## src/rtl/pipe_stage_skid.sv

```systemverilog
`default_nettype none
// ============================================================================
// Module      : pipe_stage_skid
// Description : Pipeline stage register with valid/ready handshake, 2-entry
//               skid buffer, bubble-inserting flush and saturating stall count.
// Revision    : 1.0 - initial release
// ============================================================================
module pipe_stage_skid #(
    parameter int DATA_W = 16,
    parameter int CTRL_W = 12,
    parameter int CNT_W  = 16
) (
    input  logic              clk,
    input  logic              rst,
    input  logic              flush,
    input  logic              in_valid,
    output logic              in_ready,
    input  logic [DATA_W-1:0] data_in,
    input  logic [CTRL_W-1:0] ctrl_in,
    output logic              out_valid,
    input  logic              out_ready,
    output logic [DATA_W-1:0] data_out,
    output logic [CTRL_W-1:0] ctrl_out,
    output logic [CNT_W-1:0]  stall_cnt
);

    localparam logic [1:0] c_STATE_EMPTY = 2'd0;
    localparam logic [1:0] c_STATE_BUSY  = 2'd1;
    localparam logic [1:0] c_STATE_FULL  = 2'd2;

    logic [1:0]        r_state;
    logic              r_outValid;
    logic              r_inReady;
    logic [DATA_W-1:0] r_mainData;
    logic [CTRL_W-1:0] r_mainCtrl;
    logic [DATA_W-1:0] r_skidData;
    logic [CTRL_W-1:0] r_skidCtrl;
    logic [CNT_W-1:0]  r_stallCnt;

    logic w_accept;
    logic w_issue;

    assign w_accept = in_valid & r_inReady;
    assign w_issue  = r_outValid & out_ready;

    always_ff @(posedge clk) begin
        if (rst) begin
            r_state    <= c_STATE_EMPTY;
            r_outValid <= 1'b0;
            r_inReady  <= 1'b1;
            r_mainData <= '0;
            r_mainCtrl <= '0;
            r_skidData <= '0;
            r_skidCtrl <= '0;
        end else if (flush) begin
            // Bubble: control cleared so nothing downstream acts; data left stale.
            r_state    <= c_STATE_EMPTY;
            r_outValid <= 1'b0;
            r_inReady  <= 1'b1;
            r_mainCtrl <= '0;
            r_skidCtrl <= '0;
        end else begin
            case (r_state)
                c_STATE_EMPTY: begin
                    if (w_accept) begin
                        r_mainData <= data_in;
                        r_mainCtrl <= ctrl_in;
                        r_outValid <= 1'b1;
                        r_state    <= c_STATE_BUSY;
                    end
                end
                c_STATE_BUSY: begin
                    if (w_accept && w_issue) begin
                        r_mainData <= data_in;
                        r_mainCtrl <= ctrl_in;
                    end else if (w_accept) begin
                        r_skidData <= data_in;
                        r_skidCtrl <= ctrl_in;
                        r_inReady  <= 1'b0;
                        r_state    <= c_STATE_FULL;
                    end else if (w_issue) begin
                        // Keep ctrl_out zero while the stage is empty.
                        r_mainCtrl <= '0;
                        r_outValid <= 1'b0;
                        r_state    <= c_STATE_EMPTY;
                    end
                end
                c_STATE_FULL: begin
                    if (w_issue) begin
                        r_mainData <= r_skidData;
                        r_mainCtrl <= r_skidCtrl;
                        r_skidCtrl <= '0;
                        r_inReady  <= 1'b1;
                        r_state    <= c_STATE_BUSY;
                    end
                end
                default: begin
                    r_state    <= c_STATE_EMPTY;
                    r_outValid <= 1'b0;
                    r_inReady  <= 1'b1;
                    r_mainCtrl <= '0;
                    r_skidCtrl <= '0;
                end
            endcase
        end
    end

    always_ff @(posedge clk) begin
        if (rst) begin
            r_stallCnt <= '0;
        end else if (r_outValid && !out_ready && (r_stallCnt != '1)) begin
            r_stallCnt <= r_stallCnt + 1'b1;
        end
    end

    assign in_ready  = r_inReady;
    assign out_valid = r_outValid;
    assign data_out  = r_mainData;
    assign ctrl_out  = r_mainCtrl;
    assign stall_cnt = r_stallCnt;

endmodule
`default_nettype wire

```

## config.mk

```make
export PLATFORM = sky130hd
export DESIGN_NAME = pipe_stage_skid
export DESIGN_NICKNAME = d
export VERILOG_FILES = /design/src/rtl/pipe_stage_skid.sv
export SDC_FILE = /design/constraint.sdc
export NUM_CORES = 1
export LEC_CHECK = 0
export ABC_AREA = 1
export BUFFER_PORTS_ARGS = -buffer_cell sky130_fd_sc_hd__buf_2
export CAP_MARGIN = 20
export CORE_UTILIZATION = 35
export CTS_CLUSTER_DIAMETER = 50
export DETAILED_ROUTE_END_ITERATION = 6
export GPL_ROUTABILITY_DRIVEN = 0
export PLACE_DENSITY = 0.65
export REMOVE_ABC_BUFFERS = 1
export SLEW_MARGIN = 10
export SYNTH_ARGS = -nofsm -noshare
export SYNTH_HDL_FRONTEND = slang
export SYNTH_SLANG_ARGS = --single-unit
```

## constraint.sdc

```tcl
create_clock -name clk -period 2.52 [get_ports clk]
set_clock_uncertainty 0.1 [all_clocks]
set_input_delay 0 -clock clk [delete_from_list [all_inputs] [get_ports clk]]
set_output_delay 0 -clock clk [all_outputs]
set_load 0.01 [all_outputs]
```

==> run_results.csv, run 1 <==
group,metric,value,unit
detailed_routing,via_per_inst,4.70,
cts,clkTransAtPathRegs,80,ps
final_layout,fill_cells,1017,
floorplan,core_area,9820,µm²
global_route,gr-total-overflow,0,
logic_synthesis,synth_seq_area_share,0.425,
critical_path,reg2reg_depth,9,
sta,rsz0062_at_grt,"no",
sta,fin_tns_setup,0,ps
cts,htree_levels,3,
sta,setup_violations,0,
critical_path,critPathMaxFanout,17,
hold_path,hold_class,"reg2reg",
detailed_routing,routedWlPerCell,11.5,µm
critical_path,crit_required,2720,ps
sta,post-route-period-util,0.919,
cts,cts.sinks,76,
logic_synthesis,yosysTopAreaCellShare,0.425,
floorplan,ios,79,
final_layout,area_growth,28.0,%
sta,fmax,432,MHz
global_route,track_usage,0.179,
power,cellLeakagePower,2.02,nW
critical_path,r2r_start,"r_state[1]$_SDFFE_PP0P_",
power,peakVddDrop,0.234,mV
logic_synthesis,ys.warnings.count,0,
sta,hold_viol,0,
cts,cts_root_buf,"clkbuf_8",
cts,cts_buffers,9,
sta,whs,354,ps
power,powerDensity,578,nW/µm²
logic_synthesis,synth_area_leader_cell,"dfxtp_1",
critical_path,startpoint,"r_state[1]$_SDFFE_PP0P_",
critical_path,worstSetupStartpointType,"flop",
logic_synthesis,ys_seq_elements,76,
global_route,grt_pass1_wl,14900,µm
logic_synthesis,syn_inst,520,
final_layout,antenna_cells,0,
detailed_routing,vias,3583,
final_layout,drive_gt1_frac,0.206,
logic_synthesis,synth_area,3580,µm²
detailed_routing,totalWireLength,8780,µm
critical_path,cp.arrival,2510,ps
cts,cts_hold_buf,33,
placement,portBuffers,78,
detailed_routing,first_pass_iters,5,
cts,cts_tree,"done",
logic_synthesis,synthTopCellsByArea,"dfxtp_1 43%, nand2_1 18%, nor2_1 8.9%",
global_route,antenna_found_initial,0,
hold_path,hold_depth,2,
critical_path,worstSetupEndpointType,"flop",
global_route,grt_start_max_net_pins,37,
sta,slew_viol_final,0,
floorplan,fp.dieH,103,µm
logic_synthesis,postSynthAreaPerCell,6.88,µm²
floorplan,rows,36,
final_layout,final_area,4580,µm²
sta,maxSlewHeadroom,0.392,
hold_path,hold_start,"r_skidData[10]$_SDFFE_PP0P_",
sta,worst_pin_slew,911,ps
placement,dp_hpwl,5990,µm
cts,clk_latency,350,ps
cts,postCtsSetupRepairBufs,0,
critical_path,path_class,"reg2reg",
cts,post_cts_resized,0,
floorplan,start_util,0.364,
run_status,outcome,"finished, final reports clean",
global_route,grt_pass1_vias,3388,
detailed_routing,first_iter_violations,112,
placement,postPlaceCellArea,4030,µm²
logic_synthesis,synth_cell_types,31,
sta,min_period,2320,ps
floorplan,die_x,103,µm
final_layout,final_core_util,0.466,
detailed_routing,ant_nets,0,
final_layout,fin_nets,659,
floorplan,die-area,10600,µm²
detailed_routing,post-route-drc-count,0,
flow_run,drv_cap,0,
cts,clock_path_buffers,2,
-- kinds of logic after synthesis --
logic type | after synthesis | synth area share
buffers and inverters | 46 | 0.0675
and+or+nand+nor | 302 | 0.359
adders and majority gates | 1 | 0.00350
DFF | 76 | 0.425
AOI/OAI and AO/OA | 89 | 0.130
xor gates and xnor gates | 6 | 0.0147
-- where the power goes --
group          internal [mW]  switching [mW]
Combinational          0.139           0.192
Clock                  0.589           0.460
Sequential              1.24          0.0251
-- per-stage QoR --
step	power (mW)	setup slack (ps)	instances
after floorplan	1.47	783	499
after global placement	1.58	681	714
after detailed placement	1.59	630	714
after CTS	2.69	209	763
after global routing	2.78	5.26	763
final	2.65	205	763
-- state kept, by name (all words and copies together), names as in the netlist --
register	cells
r_state	2
stall_cnt	16
ctrl_out	12
out_valid	1
r_skidCtrl	12
data_out	16
in_ready	1
r_skidData	16
-- final timing paths --
path / slack [ps] / endpoint
min: 350 / r_skidData[10]$_SDFFE_PP0P_
min reg2reg: 350 / r_skidData[10]$_SDFFE_PP0P_
max: 200 / r_skidCtrl[2]$_SDFFE_PP0P_
max reg2reg: 200 / r_skidCtrl[2]$_SDFFE_PP0P_
-- synth_stat cells --
cell	instances
a21oi_1	43
a21oi_4	1
buf_2	4
buf_4	6
buf_6	3
buf_8	1
clkbuf_1	7
clkinv_4	1
dfxtp_1	76
ha_1	1
inv_1	18
inv_2	5
inv_4	1
nand2_1	168
nand2_2	3
nand2_4	5
nand3_1	17
nand3_4	1
nand4_1	7
nand4_2	1
nor2_1	85
nor2_2	13
nor2_4	1
nor3b_1	1
o2111ai_1	1
o211ai_1	1
o21a_2	1
o21ai_0	31
o21ai_1	11
xnor2_1	3
xor2_1	3
-- placed cells by master (no fill, tap or decap), types with 7 or more instances in the layout --
cell,count
inv_1,18
nor2_2,13
dlygate4sd3_1,33
nand3_1,17
nor2_1,85
clkbuf_8,10
dfxtp_1,76
nand2_1,168
o21ai_1,11
buf_2,78
o21ai_0,31
nand4_1,7
a21oi_1,43
-- routing by layer --
| metal | wire, µm | global-route usage |
|---|---|---|
| met1 | 4100 | 0.219 |
| met2 | 4220 | 0.299 |
| met3 | 338 | 0.0414 |
| met4 | 126 | 0.0813 |
| met5 | 0 | 0 |
-- cell type report --
| cell class | instances | area [µm²] | area share |
|---|---|---|---|
| sequential | 76 | 1520 | 0.332 |
| multi-input combinational | 398 | 1820 | 0.396 |
| clock inverter | 5 | 83.8 | 0.0183 |
| inverter | 25 | 101 | 0.0221 |
| clock buffer | 11 | 141 | 0.0309 |
| tap | 133 | 166 | 0.0363 |
| timing repair buffer | 115 | 751 | 0.164 |
-- worst max-delay path, stage by stage, from the launching register on --
cell and delay, ps:
dfxtp_1 380, inv_2 80, nand2_2 100, clkinv_4 170
nand2_4 140, nand2_4 120, nor2_2 410, o21ai_0 130
nor2_1 100, dlygate4sd3_1 540
(Power assumes the default switching activity.)
==> run 2, diff against run 1 <==
CTS_BUF_LIST = sky130_fd_sc_hd__clkbuf_4 sky130_fd_sc_hd__clkbuf_8   (was not set)
==> run 2 against run 1 <==
Net effect:
- sequential share of layout area is essentially flat
- global-route usage is essentially flat
- critical path depth unchanged
- highest routed layer unchanged
==> run_results.csv, run 2 (same netlist as run 1, synthesis figures left out) <==
group,metric,value,unit
power,sequentialPowerShare,0.477,
floorplan,die-area,10600,µm²
final_layout,antenna_cells,0,
detailed_routing,post-route-drc-count,0,
power,cellLeakagePower,2.03,nW
cts,clk_latency,350,ps
critical_path,critPathMaxFanout,17,
final_layout,drive_gt1_frac,0.208,
floorplan,rows,36,
cts,cts.sinks,76,
sta,whs,354,ps
global_route,busiest_layer,"met2",
detailed_routing,via_per_inst,4.69,
power,powerDensity,580,nW/µm²
critical_path,worstSetupStartpointType,"flop",
global_route,track_usage,0.179,
sta,min_period,2320,ps
cts,clock_path_buffers,2,
detailed_routing,first_iter_violations,115,
cts,clkTransAtPathRegs,80,ps
global_route,antenna_found_initial,0,
sta,hold_viol,0,
sta,fmax,432,MHz
critical_path,worstSetupEndpointType,"flop",
detailed_routing,first_pass_iters,5,
global_route,gr-total-overflow,0,
floorplan,die_x,103,µm
final_layout,area_growth,28.1,%
cts,cts_root_buf,"clkbuf_8",
power,swShare,0.255,
global_route,grt_pass1_vias,3388,
sta,setup_violations,0,
cts,htree_levels,3,
placement,portBuffers,78,
floorplan,core_area,9820,µm²
placement,dp_hpwl,5990,µm
flow_run,drv_cap,0,
global_route,grt_pass1_wl,14900,µm
detailed_routing,routedWlPerCell,11.5,µm
global_route,grtUsageMet1,0.219,
final_layout,fin_nets,659,
cts,cts_tree,"done",
critical_path,crit_required,2720,ps
critical_path,cp.arrival,2510,ps
power,p_int,1.98,mW
detailed_routing,ant_nets,0,
sta,slew_viol_final,0,
global_route,grt_start_max_net_pins,37,
sta,post-route-period-util,0.919,
hold_path,hold_class,"reg2reg",
floorplan,start_util,0.364,
power,p_comb_frac,0.124,
detailed_routing,vias,3579,
sta,maxSlewHeadroom,0.393,
run_status,outcome,"finished, final reports clean",
floorplan,fp.dieH,103,µm
power,clockPowerShare,0.399,
detailed_routing,totalWireLength,8790,µm
power,p_sw,0.679,mW
power,peakVddDrop,0.235,mV
final_layout,final_common_cell,"nand2_1",
final_layout,mostFrequentLayoutCells,"168 x nand2_1, 85 x nor2_1, 78 x buf_2",
global_route,grt_util_met3,0.0414,
sta,worst_pin_slew,909,ps
critical_path,path_class,"reg2reg",
floorplan,ios,79,
sta,fin_tns_setup,0,ps
cts,cts_buffers,9,
sta,rsz0062_at_grt,"no",
global_route,grt_util_met2,0.300,
==> run 2: cell counts in the layout (fill, tap and decap cells not counted) <==
Identical to the previous run, type by type.
==> run 2: layout make-up <==
type / count / area, µm²
Inverter: 25 / 101
Fill cell: 1015 / 5240
Timing Repair Buffer: 115 / 751
Clock inverter: 5 / 83.8
Tap cell: 133 / 166
Multi-Input combinational cell: 398 / 1820
Clock buffer: 11 / 145
Sequential cell: 76 / 1520
==> run 2: repair_timing <==
action	in CTS	in global routing
endpoints found under the setup margin	0	0
hold buffers	33	0
gates resized for setup	0	0
hold endpoints to repair	71	0
buffers inserted	0	0
==> run 2: per-layer routing <==
metal  routed length [µm]  vias to the layer above  part of all wire
met5                    0                        -                 0
met3                  343                       11             0.039
met4                  126                        0             0.014
met2                 4220                       79              0.48
met1                 4100                     1623              0.47
li1                     -                     1866                 -
==> run 2: power by group through the flow <==
stage	Combinational, mW	Sequential (mW)	Clock (mW)
floorplan	0.165	1.31	0
global placement	0.290	1.29	0
detailed placement	0.294	1.29	0
CTS	0.333	1.27	1.10
global route	0.376	1.27	1.14
finish	0.331	1.27	1.06
==> run 2: final timing paths <==
kind                                                  start  slack [ps]  cells after the start                           to
worst max-delay path                r_state[1]$_SDFFE_PP0P_         200                      9   r_skidCtrl[2]$_SDFFE_PP0P_
worst min-delay path            r_skidData[10]$_SDFFE_PP0P_         350                      2  r_skidData[10]$_SDFFE_PP0P_
worst max register to register      r_state[1]$_SDFFE_PP0P_         200                      9   r_skidCtrl[2]$_SDFFE_PP0P_
worst min register to register  r_skidData[10]$_SDFFE_PP0P_         350                      2  r_skidData[10]$_SDFFE_PP0P_
==> run 2: worst max-delay path, stage by stage, from the launching register on <==
cell	delay, ps
dfxtp_1	380
inv_2	80
nand2_2	100
clkinv_4	170
nand2_4	140
nand2_4	120
nor2_2	410
o21ai_0	130
nor2_1	100
dlygate4sd3_1	540
==> run 2: stage by stage <==
step / instance area (µm²) / utilization / total power, mW / cells / setup WS, ps
after floorplan: 3440 / - / 1.47 / 499 / 783
after global placement: 4030 / 0.410 / 1.58 / 714 / 681
after detailed placement: 4030 / 0.410 / 1.59 / 714 / 630
after CTS: 4580 / 0.467 / 2.70 / 763 / 209
after global routing: 4580 / 0.467 / 2.79 / 763 / 5.26
final: 4580 / 0.467 / 2.66 / 763 / 204
==> run 3, diff against run 2 <==
CORE_MARGIN = 3   (was not set)
==> run 3 against run 2 <==
Net effect:
- non-clock buffer count grew 2
- fmax grew 3.3%
- clock power shrank 14%
- combinational power hardly changed
- via count down 0.95%
- sequential power about the same
- worst setup slack better by 73 ps
==> run_results.csv, run 3 (same netlist as run 1, synthesis figures left out) <==
group,metric,value,unit
run_status,outcome,"finished, final reports clean",
critical_path,crit_required,2650,ps
flow_run,drv_cap,0,
sta,rsz0062_at_grt,"no",
global_route,grt_pass1_wl,15100,µm
floorplan,core_area,9860,µm²
final_layout,antenna_cells,0,
critical_path,r2r_slack,280,ps
detailed_routing,first_iter_violations,150,
floorplan,rows,36,
placement,dp_hpwl,6080,µm
sta,post-route-period-util,0.890,
final_layout,fin_nets,661,
critical_path,critPathMaxFanout,17,
placement,portBuffers,78,
critical_path,path_class,"reg2reg",
sta,whs,49.4,ps
cts,htree_levels,3,
critical_path,crit_path_top_delay_cell,"dlygate4sd3_1",
global_route,gr-total-overflow,0,
cts,cts_tree,"done",
cts,cts_buffers,9,
critical_path,reg2reg_depth,8,
floorplan,start_util,0.363,
final_layout,area_growth,27.9,%
floorplan,die_x,107,µm
hold_path,hold_class,"in2reg",
detailed_routing,post-route-drc-count,0,
critical_path,max_stage_delay,560,ps
detailed_routing,first_pass_iters,4,
cts,clk_latency,340,ps
sta,min_period,2240,ps
cts,clkTransAtPathRegs,80,ps
final_layout,drive_gt1_frac,0.207,
sta,fin_tns_setup,0,ps
detailed_routing,vias,3545,
critical_path,r2r-end,"r_skidCtrl[0]$_SDFFE_PP0P_",
detailed_routing,totalWireLength,9010,µm
critical_path,r2r_start,"r_state[1]$_SDFFE_PP0P_",
hold_path,holdPathEnd,"stall_cnt[12]$_SDFFE_PP0P_",
detailed_routing,routedWlPerCell,11.8,µm
sta,worst_pin_slew,642,ps
sta,setup_violations,0,
sta,maxSlewHeadroom,0.571,
final_layout,final_common_cell,"nand2_1",
power,powerDensity,550,nW/µm²
global_route,grt_pass1_vias,3343,
detailed_routing,ant_nets,0,
sta,hold_viol,0,
critical_path,cp.arrival,2370,ps
detailed_routing,via_per_inst,4.63,
critical_path,worstSetupStartpointType,"flop",
final_layout,fill_cells,1009,
final_layout,mostFrequentLayoutCells,"168 x nand2_1, 85 x nor2_1, 78 x buf_2",
critical_path,crit_chain,"inv_2, nand2_2, clkinv_4, nand2_4, nand4_2, a21oi_1, nor2_1, dlygate4sd3_1",
global_route,track_usage,0.160,
floorplan,die-area,11500,µm²
hold_path,hold_start,"out_ready",
sta,slew_viol_final,0,
floorplan,fp.dieH,107,µm
floorplan,ios,79,
cts,cts_root_buf,"clkbuf_8",
cts,clock_path_buffers,2,
global_route,grt_start_max_net_pins,38,
global_route,antenna_found_initial,0,
cts,cts.sinks,76,
sta,fmax,446,MHz
hold_path,hold_depth,5,
power,peakVddDrop,0.301,mV
critical_path,worstSetupEndpointType,"flop",
power,cellLeakagePower,2.03,nW
-- run 3: area by class of cell --
cell class	count	area (µm²)	area share
Clock buffer	10	131	0.0287
Clock inverter	6	63.8	0.0139
Multi-Input combinational cell	398	1820	0.398
Sequential cell	76	1520	0.333
Timing Repair Buffer	117	771	0.168
Inverter	25	101	0.0221
Tap cell	133	166	0.0364
-- run 3: worst max path at each step --
stage / startpoint / endpoint / slack, ps / depth (start not counted)
finish: r_state[1]$_SDFFE_PP0P_ / r_skidCtrl[0]$_SDFFE_PP0P_ / 280 / 8
global route: r_state[1]$_SDFFE_PP0P_ / r_skidCtrl[0]$_SDFFE_PP0P_ / 160 / 8
CTS: r_state[1]$_SDFFE_PP0P_ / r_skidCtrl[6]$_SDFFE_PP0P_ / 220 / 9
detailed placement: stall_cnt[0]$_SDFFE_PP0P_ / stall_cnt[15]$_SDFFE_PP0P_ / 660 / 9
global placement: stall_cnt[0]$_SDFFE_PP0P_ / stall_cnt[13]$_SDFFE_PP0P_ / 680 / 9
floorplan: stall_cnt[0]$_SDFFE_PP0P_ / stall_cnt[1]$_SDFFE_PP0P_ / 780 / 7
-- run 3: per-layer routing --
metal,part of all wire,vias up,GRT usage
met5,0,-,0
met4,0.0059,0,0.0539
met3,0.046,4,0.0271
met2,0.49,65,0.278
met1,0.46,1604,0.200
li1,-,1872,-
-- run 3: report_power, final --
group          switching, mW  internal [mW]
registers             0.0253           1.24
clock network          0.448          0.469
logic                  0.194          0.139
total                  0.667           1.85
-- run 3: stage by stage --
stage                     worst slack, ps  instance area (µm²)   util  cells  power, mW
final                                 277                 4580  0.464    765       2.52
after global routing                  160                 4580  0.464    765       2.65
after CTS                             217                 4570  0.463    765       2.55
after detailed placement              658                 4030  0.408    714       1.59
after global placement                685                 4030  0.408    714       1.58
after floorplan                       783                 3440      -    499       1.47
-- run 3: what timing repair did --
action | CTS | global route
endpoints found under the setup margin | 0 | 1
gates resized for setup | 0 | 1
endpoints found under the hold margin | 71 | 0
hold buffers | 35 | 0
setup buffers | 0 | 0
-- run 3: critical path: cells and delay by family, from the launching register on --
kind | cells | cell delay [ps]
buffers and inverters | 3 | 800
and+or+nand+nor | 4 | 610
DFF | 1 | 380
AOI/OAI and AO/OA | 1 | 240
